==> config.mk <==
export PLATFORM = sky130hd
export DESIGN_NAME = clk_div_multi
export DESIGN_NICKNAME = d
export VERILOG_FILES = /design/src/rtl/clk_div_multi.sv
export SDC_FILE = /design/constraint.sdc
export NUM_CORES = 1
export LEC_CHECK = 0
export BUFFER_PORTS_ARGS = -buffer_cell sky130_fd_sc_hd__buf_2
export CELL_PAD_IN_SITES_DETAIL_PLACEMENT = 0
export CELL_PAD_IN_SITES_GLOBAL_PLACEMENT = 1
export CORE_MARGIN = 3
export CORE_UTILIZATION = 55
export DETAILED_ROUTE_END_ITERATION = 12
export PLACE_DENSITY = 0.89
export SLEW_MARGIN = 0
export SYNTH_ARGS = -nofsm -noshare
export SYNTH_HDL_FRONTEND = slang
export SYNTH_SLANG_ARGS = --single-unit
==> constraint.sdc <==
create_clock -name clk_i -period 6 [get_ports clk_i]
set_input_delay 0.6 -clock clk_i [delete_from_list [all_inputs] [get_ports clk_i]]
set_output_delay 0.6 -clock clk_i [all_outputs]
set_load 0.01 [all_outputs]
==> src/rtl/clk_div_multi.sv <==
// Multi-channel programmable clock/tick divider.
// Shadowed period/mode per channel, applied only at period boundaries.
module clk_div_multi #(
  parameter int CH = 4,
  parameter int W = 17,
  parameter int DEF_DIV = 100000,
  localparam int CW = (CH > 1) ? $clog2(CH) : 1
) (
  input  logic          clk_i,
  input  logic          rst_n_i,
  input  logic [CH-1:0] en_i,
  input  logic          restart_i,
  input  logic          wr_en_i,
  input  logic [CW-1:0] wr_ch_i,
  input  logic [W-1:0]  wr_div_i,
  input  logic          wr_mode_i,
  output logic [CH-1:0] out_o,
  output logic [CH-1:0] tick_o,
  output logic [CH-1:0] pend_o
);

  localparam logic [W-1:0] DEF = W'(DEF_DIV);

  logic [W-1:0]  cnt [CH];
  logic [W-1:0]  per [CH];
  logic [W-1:0]  sp  [CH];
  logic [CH-1:0] mode;
  logic [CH-1:0] sm;
  logic [CH-1:0] pend;
  logic [CH-1:0] out_q;
  logic [CH-1:0] tick_q;
  logic [CH-1:0] wrap;
  logic [CH-1:0] clr;
  logic [CH-1:0] apply;
  logic [CH-1:0] wr_hit;

  // Per-channel wrap, clear, shadow-apply and write-select decode
  always_comb begin
    wrap = '0;
    clr = '0;
    apply = '0;
    wr_hit = '0;
    for (int c = 0; c < CH; c++) begin
      // P of 0 or 1 wraps every cycle; cnt is held at 0 then
      if (per[c] <= W'(1))
        wrap[c] = 1'b1;
      else
        wrap[c] = (cnt[c] == per[c] - W'(1));
      clr[c] = restart_i | ~en_i[c];
      apply[c] = pend[c] & (clr[c] | wrap[c]);
      wr_hit[c] = wr_en_i &
        ({1'b0, wr_ch_i} == (CW+1)'(c));
    end
  end

  // Channel counters, outputs and active/shadow config
  always_ff @(posedge clk_i or negedge rst_n_i) begin
    if (!rst_n_i) begin
      for (int c = 0; c < CH; c++) begin
        cnt[c] <= '0;
        per[c] <= DEF;
        sp[c]  <= DEF;
      end
      mode   <= '0;
      sm     <= '0;
      pend   <= '0;
      out_q  <= '0;
      tick_q <= '0;
    end else begin
      for (int c = 0; c < CH; c++) begin
        if (clr[c]) begin
          cnt[c]    <= '0;
          out_q[c]  <= 1'b0;
          tick_q[c] <= 1'b0;
        end else if (wrap[c]) begin
          cnt[c]    <= '0;
          tick_q[c] <= 1'b1;
          if (pend[c] && sm[c] && !mode[c])
            out_q[c] <= 1'b0;
          else if (mode[c])
            out_q[c] <= 1'b1;
          else
            out_q[c] <= ~out_q[c];
        end else begin
          cnt[c]    <= cnt[c] + W'(1);
          tick_q[c] <= 1'b0;
          if (mode[c])
            out_q[c] <= 1'b0;
        end

        if (apply[c]) begin
          per[c]  <= sp[c];
          mode[c] <= sm[c];
        end

        if (wr_hit[c]) begin
          sp[c]   <= wr_div_i;
          sm[c]   <= wr_mode_i;
          pend[c] <= 1'b1;
        end else if (apply[c]) begin
          pend[c] <= 1'b0;
        end
      end
    end
  end

  assign out_o  = out_q;
  assign tick_o = tick_q;
  assign pend_o = pend;

endmodule

==> results of run 1 <==
-- path summary, 6_finish.rpt --
| path | start | endpoint | slack [ns] | depth (start not counted) |
|---|---|---|---|---|
| max reg2reg | per[0] | per[4] | 2.29 | 10 |
| min | rst_n_i | cnt[15] | 0.12 | 1 |
| min reg2reg | sp[49] | per[49] | 0.48 | 2 |
| max | per[0] | per[4] | 2.29 | 10 |
| max in group asynchronous | rst_n_i | per[35] | 4.56 | 2 |
| min in group clk_i | en_i[0] | tick_o[0] | 0.42 | 3 |
-- logic make-up (layout without fill, tap and decap cells) --
family / count (synthesis) / after routing / synth area share
fa+ha+maj: 12 / 12 / 0.0126
mux: 144 / 144 / 0.145
xor+xnor: 135 / 135 / 0.0991
simple gates: 396 / 396 / 0.178
compound gates: 110 / 110 / 0.0646
flops: 224 / 224 / 0.475
buf+inv: 65 / 112 / 0.0251
-- cell type report --
| cell class | instances | area [sq um] | area share |
|---|---|---|---|
| Sequential cell | 224 | 5670 | 0.429 |
| Clock buffer | 39 | 778 | 0.0589 |
| Timing Repair Buffer | 43 | 235 | 0.0178 |
| Clock inverter | 7 | 145 | 0.0110 |
| Inverter | 23 | 86.3 | 0.00653 |
| Tap cell | 275 | 344 | 0.0260 |
| Multi-Input combinational cell | 797 | 5970 | 0.451 |
-- state kept, by name, summed over array words and instances (netlist names) --
| name | count |
|---|---|
| tick_o | 4 |
| per | 68 |
| pend_o | 4 |
| sm | 4 |
| cnt | 68 |
| sp | 68 |
| mode | 4 |
| out_o | 4 |
-- metal layers --
| metal | global-route usage | share of wire | vias to the layer above |
|---|---|---|---|
| met5 | 0 | 0 | - |
| met4 | 0.0535 | 0.020 | 0 |
| met3 | 0.0227 | 0.034 | 44 |
| met2 | 0.362 | 0.47 | 159 |
| met1 | 0.321 | 0.47 | 4101 |
| li1 | - | - | 3924 |
-- through the flow --
stage          std cells  hold slack, ns
3_5_place_dp        1362           0.454
3_3_place_gp        1362           0.450
5_1_grt             1408           0.198
6_report            1408           0.117
4_1_cts             1408           0.184
2_1_floorplan       1086           0.304
-- synthesized netlist by cell type, drive strengths merged, types with 23 or more instances --
cell type and n:
dfrtp 176, mux2 139, xnor2 66, nor3 27, nand2 49, nand3 47
inv 23, dfstp 48, o21ai 32, nand4 24, clkbuf 26, xor2 69
a21oi 23, nor2 119
-- critical path: cells and delay by family (launching register included) --
kind | cells | cell delay, ns
buffers and inverters | 1 | 0.10
AND/OR/NAND/NOR | 5 | 1.87
adder cells (fa/ha/maj) | 1 | 0.23
multiplexers | 1 | 0.39
flip-flops | 1 | 0.46
AO/OA/AOI/OAI | 2 | 0.53
-- power by group --
group / switching [mW] / internal [mW] / leakage [nW]
Sequential: 0.409 / 1.85 / 2.76
Combinational: 0.530 / 0.608 / 2.31
Clock: 0.603 / 1.06 / 0.456
Total: 1.54 / 3.52 / 5.53
==> impl_metrics.ini, run 1 <==
[cts]
cts_hold_buf = 0
clk-insertion-delay-late_ns = 0.52
cts_buffers = 25
h-tree-depth = 1
cts_buffer_depth = 3
post_cts_resized = 0
path_clk_slew_ns = 0.06
postCtsSetupRepairBufs = 0
cts_num_sinks = 224
root_buffer = clkbuf_16
cts_tree = yes

[floorplan]
chipHeight_microns = 153
io_pins = 40
num_rows = 53
core_sq_um = 21200
dieArea_sq_um = 23500
dieWidth_microns = 153
initial_core_util = 0.564

[worst_setup_path]
end_kind = flip-flop
slowest_stage = nor3b_1
critPathMaxStageDelay_ns = 0.79
crit_chain = inv_1 > ha_1 > nor3b_1 > nor3_1 > o311ai_1 > a2111oi_2 > nand4_1 > nand3b_2 > nand2_4 > mux2_2
startpoint_type = flip-flop
cp.arrival_ns = 4.11
critPathMaxFanout = 22
critPathRequiredTime_ns = 6.40
critPathKind = flip-flop to flip-flop

[run]
drv_cap = 0

[place]
placed_area_sq_um = 12300
gp_congestion = 0.871
place_hpwl_microns = 17700
pre_cts_slack_ns = 2.31
io_buffers = 39

[global_routing]
antenna_found_initial = 0
grt_max_degree = 119
grt_pass1_vias = 8162
globalRoute.totalOverflow = 0
track_usage = 0.221
grt_pass1_wl_microns = 43100

[synthesis]
synthTopCellsByArea = dfrtp_1 37%, dfstp_2 11%, mux2_2 10%, xor2_1 5.1%, xnor2_1 4.8%
ys_warn_count = 0
syn_nets = 1126
synth_top_area_frac = 0.369
syn_inst = 1086
avgSynthCellArea_sq_um = 11.0
ys_types = 74
synth_enable_flop_cells = 0
synth_async_sr_flop_share = 1.00
synth_area_sq_um = 11900
ys_ff_latch = 224
yosys.area.top_type = dfrtp_1
ys.flop_type = dfrtp_1
synth-seq-area-share = 0.475

[sta]
slew_violations = 0
max-slew-margin-rel = 0.307
worst_pin_slew_ns = 1.04
tns_ns = 0
rsz0062_at_grt = false
fin_crit_sh = 0.618
setup_viol = 0
fin_ws_ns = 2.29
fmax_ghz = 0.270
period_needed_ns = 3.71
finalHoldViolCount = 0
skew_ns = 0.0187

[cells_and_area]
fin_area_sq_um = 13200
layout-drive-gt1-share = 0.267
n_fill_cell = 1673
final_common_cell = dfrtp_1
layout_common_cells = 176 x dfrtp_1, 119 x nor2_1, 106 x mux2_2
syn_to_final_growth_pct = 10.9
final_nets = 1154
insertedDiodeCount = 0
finish.utilization = 0.625

[status]
status = completed

[power]
ir_drop_uv = 307
p_leak_nw = 5.53
p_per_area_nw_per_um2 = 383
report.power.total_mw = 5.06

[drt]
vias = 8228
routed_via_density = 5.84
first_pass_iters = 5
wl_per_cell_microns = 18.3
wirelength_microns = 25800
drc = 0
antenna_left = 0
drtIter0Drc = 466

[worst_hold_path]
hold_path_class = input port to async pin
Note: power is estimated with default switching activity, not from simulation.
==> run 2, diff against run 1 <==
Settings changed: CORE_UTILIZATION 55 to 46, PLACE_DENSITY 0.89 to 0.8.
Clock period 6 ns to 3.1 ns, I/O delays scaled along.
==> impl_metrics.ini, run 2 (synthesis gave the netlist of run 1 again) <==
[cells_and_area]
layout_common_cells = 175 x dfrtp_1, 118 x nor2_1, 106 x mux2_2
syn_to_final_growth_pct = 15.0
final_common_cell = dfrtp_1
insertedDiodeCount = 0
finish.utilization = 0.541
final_nets = 1195
layout-drive-gt1-share = 0.308
top_regs = cnt: 68 flops, per: 68 flops, sp: 68 flops
fin_area_sq_um = 13700

[worst_setup_path]
critPathKind = flip-flop to flip-flop
cp.arrival_ns = 3.38
end_kind = flip-flop
critPathMaxFanout = 7
critPathRequiredTime_ns = 3.50
startpoint_type = flip-flop

[sta]
slew_violations = 0
skew_ns = 0.0145
fmax_ghz = 0.335
worst_pin_slew_ns = 0.983
period_needed_ns = 2.99
fin_crit_sh = 0.963
finalHoldViolCount = 0
setup_viol = 0
max-slew-margin-rel = 0.343
rsz0062_at_grt = false
fin_ws_ns = 0.114
tns_ns = 0

[cts]
h-tree-depth = 1
root_buffer = clkbuf_16
cts_buffers = 25
clk-insertion-delay-late_ns = 0.52
cts_tree = yes
cts_buffer_depth = 3
cts_num_sinks = 224
path_clk_slew_ns = 0.06

[drt]
wirelength_microns = 26400
wl_per_cell_microns = 17.6
antenna_left = 0
first_pass_iters = 4
vias = 8321
routed_via_density = 5.54
drc = 0
drtIter0Drc = 469

[power]
p_clk_frac = 0.306
p_int_mw = 6.81
p_per_area_nw_per_um2 = 722
p_leak_nw = 5.73
switchingPower_mw = 3.10
p_comb_frac = 0.267
seq_power_share = 0.427
ir_drop_uv = 474
switching_share = 0.313

[place]
placed_area_sq_um = 12700
io_buffers = 39
pre_cts_slack_ns = 0.0193
gp_congestion = 0.843
place_hpwl_microns = 18500

[floorplan]
dieWidth_microns = 167
num_rows = 58
chipHeight_microns = 167
io_pins = 40
initial_core_util = 0.471
core_sq_um = 25300
dieArea_sq_um = 27900

[global_routing]
grt_pass1_wl_microns = 44000
track_usage = 0.189
globalRoute.totalOverflow = 0
grt_pass1_vias = 8378
grt_max_degree = 93
antenna_found_initial = 0

[run]
drv_cap = 0

[status]
status = completed

[worst_hold_path]
hold_path_class = input port to flip-flop
## run 2: changes by cell type in the layout (fill, tap and decap cells not counted), sizes merged
cell and delta:
clkinvlp +4, clkinv +5, clkbuf -7, inv -2
bufinv -1, buf +39, nand2 +1, dlygate4sd3 +1
## run 2: final timing paths
kind	start	end	slack, ns	cells past startpoint
worst min-delay path	en_i[1]	tick_o[1]	0.12	3
min in group asynchronous	rst_n_i	tick_o[3]	0.40	2
worst max register to register	per[51]	per[65]	0.11	9
max in group asynchronous	rst_n_i	per[24]	1.84	3
worst min register to register	sp[49]	per[49]	0.46	2
worst max-delay path	per[51]	per[65]	0.11	9
## run 2: final cells by class
cell class | instances | area (sq um)
clock buffers | 32 | 702
clock inverters | 13 | 150
fillers | 2233 | 11600
inverters | 23 | 86.3
multi-input cells | 798 | 6120
flip-flops and latches | 224 | 5670
well taps | 330 | 413
repair buffers | 83 | 567
## run 2: power by group through the flow
stage | clock network (mW) | registers [mW] | logic (mW)
after floorplan | 0 | 4.02 | 1.95
after global placement | 0 | 4.22 | 2.50
after detailed placement | 0 | 4.25 | 2.54
after CTS | 3.11 | 4.20 | 2.57
after global routing | 3.24 | 4.31 | 2.93
final | 3.03 | 4.23 | 2.65
## run 2: repair_timing
| action | in CTS | in global routing |
|---|---|---|
| hold endpoints to repair | 74 | 0 |
| endpoints found under the setup margin | 0 | 92 |
| resized for setup | 0 | 30 |
| buffers inserted | 0 | 2 |
| hold buffers | 1 | 0 |
## run 2: routing by layer
metal	part of all wire	GRT usage
met3	0.034	0.0249
met5	0	0
met2	0.48	0.310
met4	0.017	0.0412
met1	0.47	0.271
## run 2: critical path: stages, from the launching register on
cell       delay [ns]
dfrtp_1          0.41
or4_1            0.56
buf_4            0.19
or3_1            0.30
a32o_1           0.25
o21ai_1          0.17
o2111ai_1        0.18
o21ai_2          0.30
nand2_4          0.16
mux2_4           0.34
## run 2: through the flow
step	power, mW	std cells	hold slack, ns
2_1_floorplan	5.97	1086	0.0144
3_3_place_gp	6.71	1454	0.376
3_5_place_dp	6.79	1454	0.376
4_1_cts	9.88	1500	0.0877
5_1_grt	10.5	1503	0.0969
6_report	9.90	1503	0.117
==> run 3, diff against run 2 <==
Settings changed: CORE_UTILIZATION 46 to 47, CTS_BUF_LIST set to sky130_fd_sc_hd__clkbuf_4, PLACE_DENSITY 0.8 to 0.81.
==> impl_metrics.ini, run 3 (synthesis gave the netlist of run 1 again) <==
[status]
status = completed

[place]
gp_congestion = 0.848
place_hpwl_microns = 18100
io_buffers = 39
pre_cts_slack_ns = -0.000873

[cts]
cts_tree = yes
root_buffer = clkbuf_4
cts_buffers = 57
cts_num_sinks = 224
clk-insertion-delay-late_ns = 0.70
cts_buffer_depth = 3
path_clk_slew_ns = 0.06
h-tree-depth = 2

[drt]
wirelength_microns = 26500
first_pass_iters = 5
drc = 0
wl_per_cell_microns = 16.8
vias = 8605
drtIter0Drc = 451
antenna_left = 0
routed_via_density = 5.44

[sta]
finalHoldViolCount = 0
worst_pin_slew_ns = 1.04
setup_viol = 0
slew_violations = 0
skew_ns = 0.0365
fin_crit_sh = 0.963
fmax_ghz = 0.335
hold_slack_ns = 0.0872
max-slew-margin-rel = 0.303
period_needed_ns = 2.99
fin_ws_ns = 0.114

[worst_hold_path]
hold_path_class = input port to flip-flop

[worst_setup_path]
startpoint_type = flip-flop
critPathMaxFanout = 16
critPathMaxStageDelay_ns = 0.67
critPathRequiredTime_ns = 3.69
crit_chain = or4_1 > nor4_4 > nand3_2 > a2111oi_2 > a41oi_2 > nand2_2 > nand2_4 > mux2_4
slowest_stage = or4_1
critical-path-top-delay-family = simple AND/OR/NAND/NOR gates
end_kind = flip-flop
cp.arrival_ns = 3.58
critPathKind = flip-flop to flip-flop
path_buf_inv = 0

[cells_and_area]
final_common_cell = dfrtp_1
n_fill_cell = 2140
layout-drive-gt1-share = 0.330
top_regs = cnt: 68 flops, per: 68 flops, sp: 68 flops
layout_common_cells = 174 x dfrtp_1, 118 x nor2_1, 106 x mux2_2
seqCellArea_sq_um = 5670
final_nets = 1248
syn_to_final_growth_pct = 15.9
multi_input_area_sq_um = 6130
finish.utilization = 0.562

[floorplan]
initial_core_util = 0.485
core_sq_um = 24600
dieWidth_microns = 165
num_rows = 57
dieArea_sq_um = 27300
chipHeight_microns = 165
io_pins = 40

[global_routing]
antenna_found_initial = 1
grt_pass1_vias = 8552
globalRoute.totalOverflow = 0
grt_pass1_wl_microns = 43300
track_usage = 0.197
grt_max_degree = 79

[run]
drv_cap = 0

[power]
ir_drop_uv = 387
p_leak_nw = 5.85
p_per_area_nw_per_um2 = 680
run 3: cell types whose count changed in the layout (fill, tap and decap cells not counted), sizes merged:
cell / before / now
bufinv: 3 / 0
clkbuf: 32 / 86
clkinv: 6 / 19
clkinvlp: 4 / 0
diode: 0 / 1
dlygate4sd3: 1 / 21
inv: 23 / 25
nand2: 50 / 51
run 3: cell type report:
class / instances / share of cell area
antenna: 1 / 0.000181
clock buffer: 86 / 0.0467
clock inverter: 21 / 0.00733
multi-input combinational: 799 / 0.444
sequential: 224 / 0.410
inverter: 23 / 0.00625
timing repair buffer: 103 / 0.0564
tap: 324 / 0.0293
run 3: worst min-delay path, cell delays in order:
cell and delay [ns]:
buf_2 0.09, nor2b_1 0.20, nor2b_1 0.16
run 3: metrics by stage:
step | instances | area, sq um | power [mW] | setup TNS (ns)
5_1_grt | 1581 | 13800 | 10.0 | -0.624
2_1_floorplan | 1086 | 11900 | 5.97 | 0
3_5_place_dp | 1448 | 12700 | 6.80 | -0.000873
3_3_place_gp | 1448 | 12700 | 6.73 | 0
4_1_cts | 1576 | 13600 | 9.41 | 0
6_report | 1581 | 13800 | 9.39 | 0
run 3: routing by layer:
metal	share of wire	GRT usage
met5	0	0
met4	0.018	0.0582
met1	0.47	0.277
met2	0.47	0.319
met3	0.040	0.0312
run 3: power breakdown:
part | switching, mW | leakage, nW | total, mW | internal [mW]
Clock | 1.23 | 0.448 | 2.52 | 1.29
Sequential | 0.618 | 2.76 | 4.20 | 3.58
Combinational | 1.27 | 2.64 | 2.68 | 1.40
Total | 3.13 | 5.85 | 9.39 | 6.27
run 3: path summary, 6_finish.rpt:
kind	from	endpoint	slack (ns)	cells after the start
worst max-delay path	per[43]	per[42]	0.11	8
worst min-delay path	en_i[2]	tick_o[2]	0.09	3
worst max register to register	per[43]	per[42]	0.11	8
worst min register to register	sp[49]	per[49]	0.49	2
max in group asynchronous	rst_n_i	sp[7]	2.03	3
min in group asynchronous	rst_n_i	cnt[6]	0.18	2
run 3: timing repair:
action | 4_1_cts | 5_1_grt
resized for setup | 1 | 27
cloned | 0 | 2
pin swaps | 0 | 7
setup endpoints to repair | 6 | 90
hold buffers | 21 | 0
endpoints found under the hold margin | 146 | 0
setup buffers | 0 | 2
